### config.mk
export PLATFORM = sky130hd
export DESIGN_NAME = lfsr_prng_stream_flat
export DESIGN_NICKNAME = d
export VERILOG_FILES = /design/src/rtl/lfsr_prng_stream_pkg.sv /design/src/rtl/lfsr_prng_stream_if.sv /design/src/rtl/lfsr_step_core.sv /design/src/rtl/lfsr_prng_stream.sv /design/src/flat_wrapper.sv
export SDC_FILE = /design/constraint.sdc
export NUM_CORES = 1
export LEC_CHECK = 0
export ABC_CLOCK_PERIOD_IN_PS = 3700
export CORE_MARGIN = 1.5
export CORE_UTILIZATION = 35
export DETAILED_ROUTE_END_ITERATION = 8
export SLEW_MARGIN = 20
export SYNTH_ARGS = -nofsm -noshare
export SYNTH_HDL_FRONTEND = slang
export SYNTH_SLANG_ARGS = --single-unit
export TNS_END_PERCENT = 1
### constraint.sdc
create_clock -name clk -period 3.7 [get_ports clk]
set_input_delay 0.74 -clock clk [delete_from_list [all_inputs] [get_ports clk]]
set_output_delay 0.74 -clock clk [all_outputs]
set_load 0.02 [all_outputs]
### src/rtl/lfsr_prng_stream_pkg.sv
// Shared constants for the LFSR pseudo-random stream: default tap masks,
// FSM state encoding and counter sizing.
package lfsr_prng_stream_pkg;

    // Fibonacci feedback masks, MSB always set (maximal-length polynomials)
    localparam logic [15:0] TAPS_16 = 16'hD008;
    localparam logic [31:0] TAPS_32 = 32'h8020_0003;
    localparam logic [63:0] TAPS_64 = 64'h8000_0000_0000_000D;

    typedef logic [0:0] prng_state_t;

    localparam prng_state_t ST_WARMUP = 1'b0;
    localparam prng_state_t ST_RUN    = 1'b1;

    // Width of a counter that must reach max_val; never narrower than one bit
    function automatic int unsigned cnt_width(input int unsigned max_val);
        int unsigned w;
        if (max_val < 32'd1) begin
            w = 32'd1;
        end else begin
            w = $clog2(max_val + 32'd1);
        end
        return w;
    endfunction

endpackage

### src/rtl/lfsr_prng_stream_if.sv
// Control and output-stream bundle of the LFSR generator; master is the
// generator side, slave the consumer/controller side.
interface lfsr_prng_stream_if #(
    parameter int unsigned LFSR_W = 64,
    parameter int unsigned OUT_W  = 16
);
    logic              en;
    logic              seed_load;
    logic [LFSR_W-1:0] seed;
    logic              rnd_ready;
    logic              rnd_valid;
    logic [OUT_W-1:0]  rnd_data;
    logic              warming;
    logic              seed_zero;

    modport master (
        input  en, seed_load, seed, rnd_ready,
        output rnd_valid, rnd_data, warming, seed_zero
    );

    modport slave (
        output en, seed_load, seed, rnd_ready,
        input  rnd_valid, rnd_data, warming, seed_zero
    );
endinterface

### src/rtl/lfsr_step_core.sv
// LFSR register with seed mux and zero-seed substitution; exposes both the
// current state and the value one shift ahead.
module lfsr_step_core
    import lfsr_prng_stream_pkg::*;
#(
    parameter int unsigned       LFSR_W = 64,
    parameter logic [LFSR_W-1:0] TAPS   = LFSR_W'(TAPS_64),
    parameter logic [LFSR_W-1:0] SEED   = LFSR_W'(64'd1)
) (
    input  logic              clk,
    input  logic              rst_n,
    input  logic              step_i,
    input  logic              load_i,
    input  logic [LFSR_W-1:0] seed_i,
    output logic [LFSR_W-1:0] lfsr_o,
    output logic [LFSR_W-1:0] lfsr_next_o,
    output logic              seed_zero_o
);
    logic [LFSR_W-1:0] lfsr_q;
    logic [LFSR_W-1:0] lfsr_d;
    logic              fb_s;

    assign fb_s        = ^(lfsr_q & TAPS);
    assign lfsr_next_o = {lfsr_q[LFSR_W-2:0], fb_s};
    assign seed_zero_o = (seed_i == {LFSR_W{1'b0}});
    assign lfsr_o      = lfsr_q;

    // Load beats step; an all-zero seed would lock the LFSR, so SEED stands in
    always_comb begin
        lfsr_d = lfsr_q;
        if (load_i) begin
            if (seed_zero_o) begin
                lfsr_d = SEED;
            end else begin
                lfsr_d = seed_i;
            end
        end else if (step_i) begin
            lfsr_d = lfsr_next_o;
        end else begin
            lfsr_d = lfsr_q;
        end
    end

    // State register
    always_ff @(posedge clk or negedge rst_n) begin
        if (!rst_n) begin
            lfsr_q <= SEED;
        end else begin
            lfsr_q <= lfsr_d;
        end
    end
endmodule

### src/rtl/lfsr_prng_stream.sv
// Parametrised Fibonacci-LFSR generator: warm-up discard, then one word per
// STEPS_PER_OUT shifts into a single valid/ready output slot.
module lfsr_prng_stream
    import lfsr_prng_stream_pkg::*;
#(
    parameter int unsigned       LFSR_W        = 64,
    parameter logic [LFSR_W-1:0] TAPS          = LFSR_W'(TAPS_64),
    parameter logic [LFSR_W-1:0] SEED          = LFSR_W'(64'd1),
    parameter int unsigned       OUT_W         = 16,
    parameter int unsigned       STEPS_PER_OUT = 16,
    parameter int unsigned       WARMUP_STEPS  = 64
) (
    input  logic                 clk,
    input  logic                 rst_n,
    lfsr_prng_stream_if.master   prng_bus
);
    if (LFSR_W < 32'd8) begin : g_err_width
        $error("LFSR_W must be at least 8");
    end
    if (TAPS[LFSR_W-1] == 1'b0) begin : g_err_taps
        $error("TAPS must set bit LFSR_W-1");
    end
    if (SEED == {LFSR_W{1'b0}}) begin : g_err_seed
        $error("SEED must be non-zero");
    end
    if ((OUT_W > LFSR_W) || (OUT_W < 32'd1)) begin : g_err_out_w
        $error("OUT_W must be in 1..LFSR_W");
    end
    if (STEPS_PER_OUT == 32'd0) begin : g_err_steps
        $error("STEPS_PER_OUT must be at least 1");
    end

    localparam int unsigned STEP_MAX = (STEPS_PER_OUT > 32'd0) ? STEPS_PER_OUT - 32'd1 : 32'd0;
    localparam int unsigned WARM_MAX = (WARMUP_STEPS > 32'd0) ? WARMUP_STEPS - 32'd1 : 32'd0;
    localparam int unsigned STEP_CW  = cnt_width(STEP_MAX);
    localparam int unsigned WARM_CW  = cnt_width(WARM_MAX);
    localparam logic [STEP_CW-1:0] STEP_LAST = STEP_CW'(STEP_MAX);
    localparam logic [WARM_CW-1:0] WARM_LAST = WARM_CW'(WARM_MAX);
    localparam prng_state_t        ST_INIT   = (WARMUP_STEPS == 32'd0) ? ST_RUN : ST_WARMUP;

    prng_state_t        state_q, state_d;
    logic [WARM_CW-1:0] warm_cnt_q, warm_cnt_d;
    logic [STEP_CW-1:0] step_cnt_q, step_cnt_d;
    logic               rnd_valid_q, rnd_valid_d;
    logic [OUT_W-1:0]   rnd_data_q, rnd_data_d;
    logic               seed_zero_q, seed_zero_d;

    logic               step_s;
    logic               last_s;
    logic               slot_free_s;
    logic               seed_is_zero_s;
    logic [LFSR_W-1:0]  lfsr_next_s;
    logic [LFSR_W-1:0]  lfsr_cur_unused_s;

    lfsr_step_core #(
        .LFSR_W (LFSR_W),
        .TAPS   (TAPS),
        .SEED   (SEED)
    ) u_core (
        .clk         (clk),
        .rst_n       (rst_n),
        .step_i      (step_s),
        .load_i      (prng_bus.seed_load),
        .seed_i      (prng_bus.seed),
        .lfsr_o      (lfsr_cur_unused_s),
        .lfsr_next_o (lfsr_next_s),
        .seed_zero_o (seed_is_zero_s)
    );

    assign last_s      = (step_cnt_q == STEP_LAST);
    assign slot_free_s = !rnd_valid_q || prng_bus.rnd_ready;

    // Only the word-producing shift waits for the slot; all others run freely
    always_comb begin
        step_s = 1'b0;
        case (state_q)
            ST_WARMUP: step_s = prng_bus.en;
            ST_RUN:    step_s = prng_bus.en && (!last_s || slot_free_s);
            default:   step_s = 1'b0;
        endcase
    end

    // FSM, counters and output slot; a consume and a new word on one edge leave valid high
    always_comb begin
        state_d     = state_q;
        warm_cnt_d  = warm_cnt_q;
        step_cnt_d  = step_cnt_q;
        rnd_valid_d = rnd_valid_q;
        rnd_data_d  = rnd_data_q;
        seed_zero_d = 1'b0;
        if (prng_bus.seed_load) begin
            state_d     = ST_INIT;
            warm_cnt_d  = {WARM_CW{1'b0}};
            step_cnt_d  = {STEP_CW{1'b0}};
            rnd_valid_d = 1'b0;
            seed_zero_d = seed_is_zero_s;
        end else begin
            if (rnd_valid_q && prng_bus.rnd_ready) begin
                rnd_valid_d = 1'b0;
            end else begin
                rnd_valid_d = rnd_valid_q;
            end
            case (state_q)
                ST_WARMUP: begin
                    if (step_s && (warm_cnt_q == WARM_LAST)) begin
                        state_d    = ST_RUN;
                        warm_cnt_d = {WARM_CW{1'b0}};
                    end else if (step_s) begin
                        warm_cnt_d = warm_cnt_q + WARM_CW'(1'b1);
                    end else begin
                        warm_cnt_d = warm_cnt_q;
                    end
                end
                ST_RUN: begin
                    if (step_s && last_s) begin
                        rnd_data_d  = lfsr_next_s[OUT_W-1:0];
                        rnd_valid_d = 1'b1;
                        step_cnt_d  = {STEP_CW{1'b0}};
                    end else if (step_s) begin
                        step_cnt_d = step_cnt_q + STEP_CW'(1'b1);
                    end else begin
                        step_cnt_d = step_cnt_q;
                    end
                end
                default: begin
                    state_d = ST_INIT;
                end
            endcase
        end
    end

    // Control and output registers
    always_ff @(posedge clk or negedge rst_n) begin
        if (!rst_n) begin
            state_q     <= ST_INIT;
            warm_cnt_q  <= {WARM_CW{1'b0}};
            step_cnt_q  <= {STEP_CW{1'b0}};
            rnd_valid_q <= 1'b0;
            rnd_data_q  <= {OUT_W{1'b0}};
            seed_zero_q <= 1'b0;
        end else begin
            state_q     <= state_d;
            warm_cnt_q  <= warm_cnt_d;
            step_cnt_q  <= step_cnt_d;
            rnd_valid_q <= rnd_valid_d;
            rnd_data_q  <= rnd_data_d;
            seed_zero_q <= seed_zero_d;
        end
    end

    assign prng_bus.rnd_valid = rnd_valid_q;
    assign prng_bus.rnd_data  = rnd_data_q;
    assign prng_bus.seed_zero = seed_zero_q;
    assign prng_bus.warming   = (state_q == ST_WARMUP);
endmodule

### src/flat_wrapper.sv
// flat-port wrapper written by rule: the top's interface ports become plain ports
module lfsr_prng_stream_flat import lfsr_prng_stream_pkg::*;
#(
    parameter int unsigned       LFSR_W        = 64,
    parameter logic [LFSR_W-1:0] TAPS          = LFSR_W'(TAPS_64),
    parameter logic [LFSR_W-1:0] SEED          = LFSR_W'(64'd1),
    parameter int unsigned       OUT_W         = 16,
    parameter int unsigned       STEPS_PER_OUT = 16,
    parameter int unsigned       WARMUP_STEPS  = 64
)
  (clk, rst_n, prng_bus_en, prng_bus_seed_load, prng_bus_seed, prng_bus_rnd_ready, prng_bus_rnd_valid, prng_bus_rnd_data, prng_bus_warming, prng_bus_seed_zero);
  lfsr_prng_stream_if #(.LFSR_W(LFSR_W), .OUT_W(OUT_W)) prng_bus_i ();
  input  logic clk;
  input  logic rst_n;
  input wire logic [$bits(prng_bus_i.en)-1:0] prng_bus_en;
  input wire logic [$bits(prng_bus_i.seed_load)-1:0] prng_bus_seed_load;
  input wire logic [$bits(prng_bus_i.seed)-1:0] prng_bus_seed;
  input wire logic [$bits(prng_bus_i.rnd_ready)-1:0] prng_bus_rnd_ready;
  output wire logic [$bits(prng_bus_i.rnd_valid)-1:0] prng_bus_rnd_valid;
  output wire logic [$bits(prng_bus_i.rnd_data)-1:0] prng_bus_rnd_data;
  output wire logic [$bits(prng_bus_i.warming)-1:0] prng_bus_warming;
  output wire logic [$bits(prng_bus_i.seed_zero)-1:0] prng_bus_seed_zero;
  assign prng_bus_i.en = prng_bus_en;
  assign prng_bus_i.seed_load = prng_bus_seed_load;
  assign prng_bus_i.seed = prng_bus_seed;
  assign prng_bus_i.rnd_ready = prng_bus_rnd_ready;
  assign prng_bus_rnd_valid = prng_bus_i.rnd_valid;
  assign prng_bus_rnd_data = prng_bus_i.rnd_data;
  assign prng_bus_warming = prng_bus_i.warming;
  assign prng_bus_seed_zero = prng_bus_i.seed_zero;
  lfsr_prng_stream #(.LFSR_W(LFSR_W), .TAPS(TAPS), .SEED(SEED), .OUT_W(OUT_W), .STEPS_PER_OUT(STEPS_PER_OUT), .WARMUP_STEPS(WARMUP_STEPS)) u_core (.clk(clk), .rst_n(rst_n), .prng_bus(prng_bus_i));
endmodule
== Yosys cells after proc, flatten, opt, wreduce, memory -nomap -nowiden ==
Index checks and enable logic that the tools add are counted.
Storage, ports and cells
  bits in registers: 93
  input bits: 69
  output and inout port bits: 19
  logic and storage cells: 51
Cells by class
  add/sub/neg operators: 2
  equality and inequality tests: 3
  mux-type cells: 20
  bitwise gates (word level): 2
  reduce and logical (&&, ||, !) cells: 17
Operators with widths (number)
  2-to-1 mux 64 bit: 3
  logical NOT 64 bit: 1
  XOR reduction 64 bit: 1
  2-to-1 mux 6 bit: 4
  2-to-1 mux 4 bit: 4
  2-to-1 mux 1 bit: 8
  adder 6 x 1 -> 6 bit, second input constant: 1
  == test 6 bit, second input constant: 1
  nonzero test 3 bit: 2
  adder 4 x 1 -> 4 bit, second input constant: 1
  == test 4 bit, second input constant: 1
  logical AND 1 bit: 4
  AND reduction 2 bit: 2
  nonzero test 2 bit: 2
  AND reduction 3 bit: 1
  logical NOT 1 bit: 2
  logical OR 1 bit: 2
  inequality test 2 bit, second input constant: 1
  inverter 1 bit: 2
  case mux 1 bit (2 select lines): 1

== Longest topological paths before layout ==
Gate-level depths: netlist of run 1.
  depth after elaboration: 9
  mapped depth: 6
  mapped depth without buffers: 5

== Cells and area by module ==
From an unflattened synthesis of run 1, not the netlist that was laid out.
Second synthesis, totals
  cell total of the unflattened synthesis: 473
  area, all modules: 4941.0 µm²
By module, submodules not included
  lfsr_step_core: instances 1, cells an instance 365, area each 3557.2 µm², seq. area each 1602.8 µm²
  lfsr_prng_stream: instances 1, cells an instance 108, area each 1383.8 µm², seq. area each 725.7 µm²

== Worst setup path before layout of run 1 ==
Ideal clock, no wire load.
  kind: input port to flip-flop
  from: input prng_bus_seed_load
  to: register u_core.rnd_data_q[10] (netlist: u_core.prng_bus.rnd_data[10])
  arrival: 1.961 ns
  required time: 3.575 ns
  path slack: 1.614 ns
  cell stages on the path: 4
  cells stage by stage: clkbuf_2 -> nor4_4 -> buf_6 -> mux2_2
On the way
  cells in the longest elaborated chain, start to end: 2
RTL lines
  from (decl): RTL line flat_wrapper.sv:16  | input wire logic [$bits(prng_bus_i.seed_load)-1:0] prng_bus_seed_load;
  inverter 1 bit (no source line)
  AND reduction 3 bit (no source line)
  to (signal assigned): RTL line lfsr_prng_stream.sv:139  | rnd_data_q <= {OUT_W{1'b0}};
  to (signal assigned): RTL line lfsr_prng_stream.sv:146  | rnd_data_q <= rnd_data_d;
  to (decl): RTL line lfsr_prng_stream.sv:45  | logic [OUT_W-1:0] rnd_data_q, rnd_data_d;
No other way between the ends.
A chain may end at the register's enable or synchronous reset.

== Worst setup path in the final report of run 1 ==
  from: input prng_bus_en
  to: register u_core.rnd_data_q[15] (netlist: u_core.prng_bus.rnd_data[15])
On the way
  cells in the longest elaborated chain, start to end: 4
RTL lines
  from (decl): RTL line flat_wrapper.sv:15  | input wire logic [$bits(prng_bus_i.en)-1:0] prng_bus_en;
  logical AND 1 bit: RTL line lfsr_prng_stream.sv:78  | ST_RUN: step_s = prng_bus.en && (!last_s || slot_free_s);
  case mux 1 bit (2 select lines) *: RTL line lfsr_prng_stream.sv:76  | case (state_q)
  logical AND 1 bit *: RTL line lfsr_prng_stream.sv:115  | if (step_s && last_s) begin
  AND reduction 3 bit (no source line) *
Every way passes the cells marked *; elsewhere a longest branch is shown, timed or not.

==> load_flow_metrics.sql, run 1 <==
INSERT INTO impl_metrics (metric_group, metric, value, unit) VALUES
('yosys', 'seq_area_frac_synth', '50.1', '%'),
('layout', 'area_delta_synth_final', '28.8', '%'),
('route', 'wl_met1', '4.68', 'mm'),
('timing', 'timing.final.max_slew_violations', '0', ''),
('layout', 'finish.utilization', '46.8', '%'),
('critical_path', 'worstPathMaxFanout', '15', ''),
('critical_path', 'cp.buffers_inverters', '2', ''),
('placed_design', 'finalWeightedCongestion', '0.808', ''),
('die', 'die_y', '118', 'µm'),
('critical_path', 'slowest_delay', '0.71', 'ns'),
('timing', 'hold_viol_final', '0', ''),
('yosys', 'post_synthesis_cell_area', '4650', 'µm²'),
('clocking', 'clk-insertion-delay-late', '0.34', 'ns'),
('clocking', 'cts.repair.resized', '0', ''),
('critical_path', 'cpLargestDelayFamily', 'buffers and inverters', ''),
('route', 'met3RoutedLength', '367', 'µm'),
('clocking', 'cts_max_level', '3', ''),
('power_and_ir_drop', 'netSwitchingPower', '0.609', 'mW'),
('yosys', 'syn-num-nets', '417', ''),
('route', 'routed_wire_length_per_instance', '16.4', 'µm'),
('die', 'initial_utilization', '36.4', '%'),
('clocking', 'cts_tree', 'built', ''),
('route', 'first_iter_violations', '193', ''),
('placed_design', 'post-dp-hpwl', '7.03', 'mm'),
('route', 'route.vias.total', '3070', ''),
('clocking', 'hold_buffers', '0', ''),
('yosys', 'ys_dominant_reg_cell', 'sky130_fd_sc_hd__dfrtp_1', ''),
('route', 'drt-total-wl', '9.95', 'mm'),
('power_and_ir_drop', 'total_power', '2.62', 'mW'),
('critical_path', 'worstPathCellList', 'clkdlybuf4s50_1, nand2_1, nor4_4, buf_4, mux2_2', ''),
('timing', 'post-route-period-util', '63.1', '%'),
('global_route', 'grt_ovf', '0', ''),
('yosys', 'yosys_register_bits', '93', ''),
('yosys', 'ys_async_sr_fraction', '100', '%'),
('timing', 'min_clock_period_post_route', '2.33', 'ns'),
('yosys', 'synth_top_cell_area_share', '49.6', '%'),
('yosys', 'edff_count_synth', '0', ''),
('global_route', 'global_route.usage.total', '14.9', '%'),
('die', 'floorplan.rows', '41', ''),
('clocking', 'cts.path.max_buffers', '2', ''),
('layout', 'finish.net_count', '502', ''),
('yosys', 'synth.top_cells.by_area', 'sky130_fd_sc_hd__dfrtp_1, sky130_fd_sc_hd__mux2_2, sky130_fd_sc_hd__nor4_1', ''),
('flow_run', 'max_cap_violations', '0', ''),
('power_and_ir_drop', 'power.density', '438', 'nW/µm²'),
('global_route', 'grt_pass1_vias', '3152', ''),
('yosys', 'yosysUniqueCellTypes', '39', ''),
('critical_path', 'arrival', '2.56', 'ns'),
('power_and_ir_drop', 'power.static_leakage', '2.41', 'nW'),
('clocking', 'buffer_count_from_post_cts_setup_fixing', '0', ''),
('route', 'topRoutingLayerUsed', 'met4', ''),
('clocking', 'clock_tree.root_cell', 'sky130_fd_sc_hd__clkbuf_16', ''),
('timing', 'max_clock_freq', '0.428', 'GHz'),
('power_and_ir_drop', 'power_frac_clock', '38.2', '%'),
('die', 'die_width', '118', 'µm'),
('yosys', 'syn_avg_cell_area', '13.4', 'µm²'),
('run_status', 'outcome', 'complete, no violations', ''),
('global_route', 'grt_pass1_wl', '16.2', 'mm'),
('route', 'drt-vias-per-instance', '5.05', ''),
('timing', 'rsz0062_at_grt', 'no', ''),
('die', 'floorplan_die_area', '14000', 'µm²'),
('clocking', 'clock_sink_count', '93', ''),
('worst_hold_path', 'worst_hold_path_type', 'input port to async pin', ''),
('layout', 'num_antenna_cells', '0', ''),
('timing', 'worstMarginPinSlew', '0.612', 'ns'),
('timing', 'totalNegativeSetupSlack', '0', 'ns'),
('critical_path', 'crit_required', '3.93', 'ns'),
('global_route', 'antenna_found_initial', '0', ''),
('timing', 'setup_viol', '0', ''),
('layout', 'layout_cell_share_with_drive_strength_beyond_1', '37.4', '%'),
('power_and_ir_drop', 'p_sw_share', '23.2', '%'),
('timing', 'worst_slew_margin_rel', '59.2', '%');
## routing by layer
layer	track usage, %	up-vias
met5	0	-
met4	6.86	0
met2	23.5	80
li1	-	1453
met1	19.8	1527
met3	2.70	10
## cell usage after synthesis (2+ instances only)
| cell type | count |
|---|---|
| sky130_fd_sc_hd__nand3_1 | 2 |
| sky130_fd_sc_hd__nand2_1 | 11 |
| sky130_fd_sc_hd__mux2_1 | 5 |
| sky130_fd_sc_hd__ha_1 | 2 |
| sky130_fd_sc_hd__xor2_1 | 3 |
| sky130_fd_sc_hd__clkbuf_1 | 7 |
| sky130_fd_sc_hd__nor2_1 | 8 |
| sky130_fd_sc_hd__nand2b_1 | 2 |
| sky130_fd_sc_hd__nor3_1 | 4 |
| sky130_fd_sc_hd__buf_6 | 7 |
| sky130_fd_sc_hd__mux2_2 | 136 |
| sky130_fd_sc_hd__a21oi_1 | 11 |
| sky130_fd_sc_hd__and3_1 | 3 |
| sky130_fd_sc_hd__nand4_1 | 6 |
| sky130_fd_sc_hd__a31oi_1 | 2 |
| sky130_fd_sc_hd__a311oi_1 | 2 |
| sky130_fd_sc_hd__o21ai_0 | 3 |
| sky130_fd_sc_hd__buf_4 | 2 |
| sky130_fd_sc_hd__inv_1 | 2 |
| sky130_fd_sc_hd__nor4_1 | 16 |
| sky130_fd_sc_hd__dfrtp_1 | 92 |
| sky130_fd_sc_hd__nor2b_1 | 3 |
## power groups by stage
| stage | sequential, mW | clock, mW | combinational [mW] |
|---|---|---|---|
| floorplan | 1.20 | 0 | 0.274 |
| global placement | 1.23 | 0 | 0.406 |
| detailed placement | 1.23 | 0 | 0.413 |
| CTS | 1.21 | 1.04 | 0.415 |
| global route | 1.23 | 1.08 | 0.446 |
| finish | 1.21 | 1.00 | 0.407 |
## per-stage QoR
step	instances	setup slack, ns	instance area [µm²]
floorplan	346	1.61	4650
global placement	592	1.05	5660
detailed placement	592	1.00	5660
CTS	608	1.37	5980
global route	608	1.27	5980
finish	608	1.37	5980
## flip-flops by register name, summed over array words and instances (netlist names)
signal,count
u_core.state_q,1
u_core.u_core.lfsr_o,64
u_core.prng_bus.seed_zero,1
u_core.prng_bus.rnd_data,16
u_core.step_cnt_q,4
u_core.prng_bus.rnd_valid,1
u_core.warm_cnt_q,6
## layout by cell type, fill, tap and decap left out, types with 2 or more instances in the layout
master / count
sky130_fd_sc_hd__mux2_2: 136
sky130_fd_sc_hd__dfrtp_1: 92
sky130_fd_sc_hd__clkdlybuf4s50_1: 85
sky130_fd_sc_hd__nor4_1: 16
sky130_fd_sc_hd__nand2_1: 11
sky130_fd_sc_hd__a21oi_1: 11
sky130_fd_sc_hd__clkbuf_16: 9
sky130_fd_sc_hd__nor2_1: 8
sky130_fd_sc_hd__nand4_1: 6
sky130_fd_sc_hd__mux2_1: 5
sky130_fd_sc_hd__nor3_1: 4
sky130_fd_sc_hd__buf_4: 4
sky130_fd_sc_hd__nor2b_1: 3
sky130_fd_sc_hd__and3_1: 3
sky130_fd_sc_hd__xor2_1: 3
sky130_fd_sc_hd__o21ai_0: 3
sky130_fd_sc_hd__inv_1: 2
sky130_fd_sc_hd__nand2b_1: 2
sky130_fd_sc_hd__nand3_1: 2
sky130_fd_sc_hd__a311oi_1: 2
sky130_fd_sc_hd__a31oi_1: 2
sky130_fd_sc_hd__ha_1: 2
sky130_fd_sc_hd__clkinv_2: 2
sky130_fd_sc_hd__bufinv_16: 2
sky130_fd_sc_hd__buf_12: 2
## path summary, 6_finish.rpt
kind | to | slack, ns | depth (start not counted) | from
setup reg to reg | u_core.u_core.lfsr_o[33]$_DFFE_PN0P_ | 1.66 | 6 | u_core.step_cnt_q[1]$_DFFE_PN0P_
hold / removal | u_core.step_cnt_q[2]$_DFFE_PN0P_ | 0.40 | 1 | rst_n
setup / recovery | u_core.prng_bus.rnd_data[15]$_DFFE_PN0P_ | 1.37 | 5 | prng_bus_en
max in group asynchronous | u_core.u_core.lfsr_o[0]$_DFFE_PN1P_ | 2.58 | 2 | rst_n
min in group clk | u_core.u_core.lfsr_o[17]$_DFFE_PN0P_ | 0.49 | 1 | u_core.u_core.lfsr_o[17]$_DFFE_PN0P_
hold reg to reg | u_core.u_core.lfsr_o[17]$_DFFE_PN0P_ | 0.49 | 1 | u_core.u_core.lfsr_o[17]$_DFFE_PN0P_
## layout make-up
type                       instances  area, µm²
sequential                        93       2330
timing repair buffer              91        921
multi-input combinational        234       2180
clock buffer                      10        239
fill                            1155       6790
clock inverter                     6       86.3
inverter                           2       7.51
tap                              172        215
## cells by family after synthesis
group,after synthesis,synth area share (%)
mux,142,34.4
flops,93,50.1
simple gates,62,7.65
compound gates,24,3.39
buf+inv,19,2.85
xor+xnor,4,1.05
fa+ha+maj,2,0.539
(Power assumes the default switching activity.)
==> run 2, diff against run 1 <==
ABC_CLOCK_PERIOD_IN_PS = 2300   (was 3700)
clock period = 2.3 ns   (was 3.7 ns; I/O delays follow)
==> load_flow_metrics.sql, run 2 (synthesis gave the netlist of run 1 again) <==
INSERT INTO impl_metrics (metric_group, metric, value, unit) VALUES
('run_status', 'outcome', 'complete, no violations', ''),
('clocking', 'hold_buffers', '0', ''),
('route', 'route.vias.total', '3069', ''),
('timing', 'post-route-period-util', '87.0', '%'),
('route', 'routed_wire_length_per_instance', '16.1', 'µm'),
('clocking', 'cts_tree', 'built', ''),
('layout', 'leading_cell_type_in_the_layout_fill_and_taps_excluded', 'sky130_fd_sc_hd__mux2_2', ''),
('critical_path', 'timing.critical_path.depth', '6', ''),
('flow_run', 'max_cap_violations', '0', ''),
('clocking', 'cts.path.max_buffers', '2', ''),
('power_and_ir_drop', 'power.density', '668', 'nW/µm²'),
('clocking', 'clk_pin_slew', '0.06', 'ns'),
('timing', 'timing.final.max_slew_violations', '0', ''),
('critical_path', 'worstPathCellList', 'ha_1, and3_2, nand2_1, a21oi_4, buf_12, mux2_2', ''),
('route', 'first_iter_violations', '109', ''),
('die', 'design.portCount', '88', ''),
('placed_design', 'finalWeightedCongestion', '0.789', ''),
('route', 'drc_errors', '0', ''),
('die', 'floorplan.rows', '41', ''),
('timing', 'hold_viol_final', '0', ''),
('placed_design', 'port_buffers', '87', ''),
('critical_path', 'regToRegEndpoint', 'u_core.u_core.lfsr_o[57]$_DFFE_PN0P_', ''),
('timing', 'fin_worst_skew', '0.00544', 'ns'),
('die', 'die_width', '118', 'µm'),
('clocking', 'clock_sink_count', '93', ''),
('layout', 'combined_area_of_the_multi_input_logic_cells', '2180', 'µm²'),
('global_route', 'grt_ovf', '0', ''),
('timing', 'max_clock_freq', '0.500', 'GHz'),
('worst_hold_path', 'worst_hold_path_type', 'input port to async pin', ''),
('clocking', 'buffer_count_from_post_cts_setup_fixing', '0', ''),
('clocking', 'clock_tree.root_cell', 'sky130_fd_sc_hd__clkbuf_16', ''),
('critical_path', 'cpLargestDelayFamily', 'flip-flops', ''),
('critical_path', 'crit_type', 'flip-flop to flip-flop', ''),
('timing', 'setup_viol', '0', ''),
('timing', 'totalNegativeSetupSlack', '0', 'ns'),
('critical_path', 'worstPathMaxFanout', '37', ''),
('critical_path', 'worstRegToRegCells', '6', ''),
('critical_path', 'arrival', '2.22', 'ns'),
('route', 'drt-total-wl', '9.90', 'mm'),
('critical_path', 'startpoint_type', 'flip-flop', ''),
('clocking', 'clk-insertion-delay-late', '0.34', 'ns'),
('timing', 'worst_hold_slack', '0.144', 'ns'),
('layout', 'flip_flop_count_of_the_largest_register_all_copies_and_words_added', '64', ''),
('layout', 'num_antenna_cells', '0', ''),
('die', 'design.core.area', '12800', 'µm²'),
('timing', 'worst_slew_margin_rel', '66.0', '%'),
('critical_path', 'crit_required', '2.52', 'ns'),
('placed_design', 'post-dp-hpwl', '7.18', 'mm'),
('route', 'ant_nets', '0', ''),
('layout', 'area_delta_synth_final', '29.2', '%'),
('critical_path', 'setup.reg_to_reg.worst_slack', '0.30', 'ns'),
('power_and_ir_drop', 'total_power', '4.01', 'mW'),
('layout', 'layout_cell_share_with_drive_strength_beyond_1', '38.2', '%'),
('critical_path', 'critical_path_slowest_stage_cell', 'sky130_fd_sc_hd__dfrtp_1', ''),
('clocking', 'cts.repair.resized', '0', ''),
('global_route', 'gr-usage-met2', '23.5', '%'),
('global_route', 'grt_pass1_vias', '3188', ''),
('power_and_ir_drop', 'power.static_leakage', '2.43', 'nW'),
('global_route', 'gr-usage-met3', '2.90', '%'),
('die', 'die_y', '118', 'µm'),
('timing', 'min_clock_period_post_route', '2.00', 'ns'),
('critical_path', 'cp.buffers_inverters', '1', ''),
('global_route', 'global_route.usage.total', '14.9', '%'),
('die', 'floorplan_die_area', '14000', 'µm²'),
('timing', 'rsz0062_at_grt', 'no', ''),
('critical_path', 'critical_path.reg2reg.startpoint', 'u_core.step_cnt_q[0]$_DFFE_PN0P_', ''),
('layout', 'finish.net_count', '508', ''),
('route', 'drt_pass1_iterations', '4', ''),
('global_route', 'maximum_number_of_pins_on_one_net_before_global_route_repair', '94', ''),
('global_route', 'busiest_layer', 'met2', ''),
('critical_path', 'slowest_delay', '0.41', 'ns'),
('route', 'drt-vias-per-instance', '5.00', ''),
('clocking', 'numCtsBuffers', '9', ''),
('layout', 'commonest_cells_after_routing_fill_and_taps_aside', 'sky130_fd_sc_hd__mux2_2, sky130_fd_sc_hd__dfrtp_1, sky130_fd_sc_hd__clkdlybuf4s50_1, sky130_fd_sc_hd__nor4_1', ''),
('power_and_ir_drop', 'peakVddDrop', '276', 'µV'),
('critical_path', 'timing.critical_path.to_type', 'flip-flop', ''),
('global_route', 'grt_util_met1', '20.2', '%'),
('die', 'initial_utilization', '36.4', '%'),
('global_route', 'antenna_found_initial', '0', ''),
('clocking', 'cts_max_level', '3', ''),
('layout', 'layout.filler_cells', '1142', ''),
('layout', 'seq_area', '2330', 'µm²'),
('global_route', 'grt_pass1_wl', '16.3', 'mm'),
('timing', 'worstMarginPinSlew', '0.510', 'ns');
run 2: stage by stage:
step	area (µm²)	setup slack, ns	instances	utilization [%]
6_report	6000	0.298	614	47.0
5_1_grt	6000	0.228	614	47.0
4_1_cts	6000	0.308	614	47.0
3_5_place_dp	5730	0.0465	598	44.8
3_3_place_gp	5730	0.0439	598	44.8
2_1_floorplan	4650	0.415	346	-
run 2: area by class of cell:
type	instances	share of cell area, %
flip-flops and latches	93	38.8
multi-input cells	234	36.4
repair buffers	97	16.5
clock buffers	10	3.98
well taps	172	3.58
clock inverters	6	0.646
inverters	2	0.125
run 2: metal layers:
layer / wire, µm / share of wire, %
met4: 133 / 1.3
met5: 0 / 0
met2: 4580 / 46
met3: 385 / 3.9
met1: 4800 / 49
run 2: report_power, final:
group / switching [mW] / total, mW / internal, mW / leakage (nW)
clock network: 0.631 / 1.39 / 0.758 / 0.134
logic: 0.238 / 0.669 / 0.432 / 1.14
registers: 0.118 / 1.95 / 1.83 / 1.15
total: 0.986 / 4.01 / 3.02 / 2.43
run 2: worst max path at each step:
stage                                                     endpoint                             start
after CTS                     u_core.u_core.lfsr_o[36]$_DFFE_PN0P_  u_core.step_cnt_q[0]$_DFFE_PN0P_
final                         u_core.u_core.lfsr_o[57]$_DFFE_PN0P_  u_core.step_cnt_q[0]$_DFFE_PN0P_
after global placement        u_core.u_core.lfsr_o[37]$_DFFE_PN0P_                prng_bus_rnd_ready
after floorplan           u_core.prng_bus.rnd_data[10]$_DFFE_PN0P_  u_core.step_cnt_q[0]$_DFFE_PN0P_
after detailed placement      u_core.u_core.lfsr_o[59]$_DFFE_PN0P_                prng_bus_rnd_ready
after global routing          u_core.u_core.lfsr_o[34]$_DFFE_PN0P_  u_core.step_cnt_q[0]$_DFFE_PN0P_
run 2: worst register-to-register path: cells and delay by family (launching register included):
family / cells / cell delay [ns]
buffers and inverters: 1 / 0.25
DFF: 1 / 0.41
AOI/OAI and AO/OA: 1 / 0.22
muxes: 1 / 0.39
adders and majority gates: 1 / 0.27
and+or+nand+nor: 2 / 0.34
==> run 3, diff against run 2 <==
CORE_MARGIN = 3   (was 1.5)
==> load_flow_metrics.sql, run 3 (synthesis gave the netlist of run 1 again) <==
INSERT INTO impl_metrics (metric_group, metric, value, unit) VALUES
('layout', 'finish.net_count', '508', ''),
('global_route', 'antenna_found_initial', '0', ''),
('layout', 'flip_flop_count_of_the_largest_register_all_copies_and_words_added', '64', ''),
('route', 'drt_pass1_iterations', '4', ''),
('route', 'ant_nets', '0', ''),
('route', 'first_iter_violations', '166', ''),
('timing', 'min_clock_period_post_route', '1.98', 'ns'),
('layout', 'finish.utilization', '47.5', '%'),
('clocking', 'hold_buffers', '0', ''),
('flow_run', 'max_cap_violations', '0', ''),
('power_and_ir_drop', 'peakVddDrop', '620', 'µV'),
('die', 'initial_utilization', '36.4', '%'),
('clocking', 'clk_pin_slew', '0.07', 'ns'),
('layout', 'leading_cell_type_in_the_layout_fill_and_taps_excluded', 'sky130_fd_sc_hd__mux2_2', ''),
('critical_path', 'crit_type', 'flip-flop to primary output', ''),
('layout', 'layout.filler_cells', '1157', ''),
('power_and_ir_drop', 'power.density', '710', 'nW/µm²'),
('clocking', 'cts.repair.resized', '0', ''),
('die', 'floorplan.rows', '41', ''),
('route', 'route.vias.total', '3052', ''),
('run_status', 'outcome', 'complete, no violations', ''),
('layout', 'layout_cell_share_with_drive_strength_beyond_1', '37.8', '%'),
('global_route', 'maximum_number_of_pins_on_one_net_before_global_route_repair', '46', ''),
('timing', 'fin_worst_skew', '0.00962', 'ns'),
('die', 'floorplan_die_area', '14700', 'µm²'),
('clocking', 'cts.path.max_buffers', '2', ''),
('critical_path', 'startpoint_type', 'flip-flop', ''),
('die', 'die_y', '121', 'µm'),
('timing', 'max_clock_freq', '0.504', 'GHz'),
('global_route', 'gr-usage-met2', '22.6', '%'),
('layout', 'finish.cell_count_without_fillers', '614', ''),
('timing', 'timing.final.max_slew_violations', '0', ''),
('timing', 'rsz0062_at_grt', 'no', ''),
('layout', 'num_antenna_cells', '0', ''),
('global_route', 'grt_pass1_vias', '3115', ''),
('timing', 'setup_viol', '0', ''),
('clocking', 'clk-insertion-delay-late', '0.35', 'ns'),
('route', 'routed_wire_length_per_instance', '16.5', 'µm'),
('timing', 'worst_slew_margin_rel', '70.2', '%'),
('clocking', 'clock_tree.root_cell', 'sky130_fd_sc_hd__clkbuf_16', ''),
('timing', 'post-route-period-util', '86.3', '%'),
('die', 'design.portCount', '88', ''),
('clocking', 'cts_tree', 'built', ''),
('worst_hold_path', 'worst_hold_path_type', 'input port to async pin', ''),
('route', 'drt-total-wl', '10.1', 'mm'),
('die', 'die_width', '121', 'µm'),
('timing', 'hold_viol_final', '0', ''),
('clocking', 'buffer_count_from_post_cts_setup_fixing', '0', ''),
('clocking', 'clock_sink_count', '93', ''),
('clocking', 'cts_max_level', '3', ''),
('global_route', 'busiest_layer', 'met2', ''),
('placed_design', 'port_buffers', '87', ''),
('global_route', 'grt_pass1_wl', '16.4', 'mm'),
('critical_path', 'crit_required', '1.84', 'ns'),
('route', 'drc_errors', '0', ''),
('placed_design', 'dp.cells', '598', ''),
('placed_design', 'finalWeightedCongestion', '0.770', ''),
('power_and_ir_drop', 'power.static_leakage', '2.46', 'nW'),
('global_route', 'global_route.usage.total', '14.5', '%'),
('critical_path', 'timing.critical_path.to_type', 'primary output', ''),
('layout', 'combined_area_of_the_multi_input_logic_cells', '2180', 'µm²'),
('layout', 'commonest_cells_after_routing_fill_and_taps_aside', 'sky130_fd_sc_hd__mux2_2, sky130_fd_sc_hd__dfrtp_1, sky130_fd_sc_hd__clkdlybuf4s50_1, sky130_fd_sc_hd__nor4_1', ''),
('layout', 'area_delta_synth_final', '30.6', '%'),
('critical_path', 'worstPathMaxFanout', '8', ''),
('critical_path', 'setup.reg_to_reg.worst_slack', '0.33', 'ns'),
('timing', 'worstMarginPinSlew', '0.443', 'ns'),
('critical_path', 'arrival', '1.52', 'ns'),
('route', 'drt-vias-per-instance', '4.97', ''),
('die', 'design.core.area', '12800', 'µm²'),
('global_route', 'grt_util_met1', '19.4', '%'),
('clocking', 'numCtsBuffers', '9', ''),
('placed_design', 'post-dp-hpwl', '7.42', 'mm'),
('global_route', 'grt_ovf', '0', ''),
('global_route', 'gr-usage-met3', '4.43', '%'),
('layout', 'seq_area', '2330', 'µm²'),
('timing', 'totalNegativeSetupSlack', '0', 'ns');
[run 3: critical path, cell delays in order (launching register included)]
cell and delay, ns:
sky130_fd_sc_hd__dfrtp_1 0.46, sky130_fd_sc_hd__inv_1 0.12, sky130_fd_sc_hd__clkdlybuf4s50_1 0.60
[run 3: cell type report]
type / count / share of cell area (%)
Inverter: 2 / 0.124
Clock inverter: 4 / 1.57
Sequential cell: 93 / 38.4
Tap cell: 172 / 3.55
Timing Repair Buffer: 97 / 16.3
Clock buffer: 12 / 4.06
Multi-Input combinational cell: 234 / 36.0
[run 3: power by group]
group / leakage, nW / switching, mW / internal [mW]
registers: 1.15 / 0.118 / 1.84
logic: 1.14 / 0.233 / 0.432
clock network: 0.167 / 0.600 / 1.09
[run 3: final timing paths]
check / startpoint / end / cells past startpoint
min: rst_n / u_core.u_core.lfsr_o[5]$_DFFE_PN0P_ / 1
min in group clk: u_core.u_core.lfsr_o[47]$_DFFE_PN0P_ / u_core.u_core.lfsr_o[47]$_DFFE_PN0P_ / 1
min reg2reg: u_core.u_core.lfsr_o[47]$_DFFE_PN0P_ / u_core.u_core.lfsr_o[47]$_DFFE_PN0P_ / 1
max reg2reg: u_core.step_cnt_q[0]$_DFFE_PN0P_ / u_core.u_core.lfsr_o[33]$_DFFE_PN0P_ / 6
max: u_core.state_q$_DFF_PN0_ / prng_bus_warming / 2
max in group asynchronous: rst_n / u_core.u_core.lfsr_o[11]$_DFFE_PN0P_ / 2
[run 3: through the flow]
stage          area [µm²]  hold WS (ns)  total power, mW  setup WS (ns)
6_report             6070        0.0211             4.31          0.315
5_1_grt              6070        0.0288             4.52          0.211
4_1_cts              6070        0.0206             4.37          0.295
3_5_place_dp         5730         0.395             2.66        0.00336
3_3_place_gp         5730         0.392             2.63         0.0491
2_1_floorplan        4650         0.164             2.38          0.415
[run 3: metal layers]
layer,routed length [µm],vias up,share of wire [%]
li1,-,1465,-
met1,4620,1505,46
met2,4860,70,48
met3,509,12,5.0
met4,129,0,1.3
met5,0,-,0
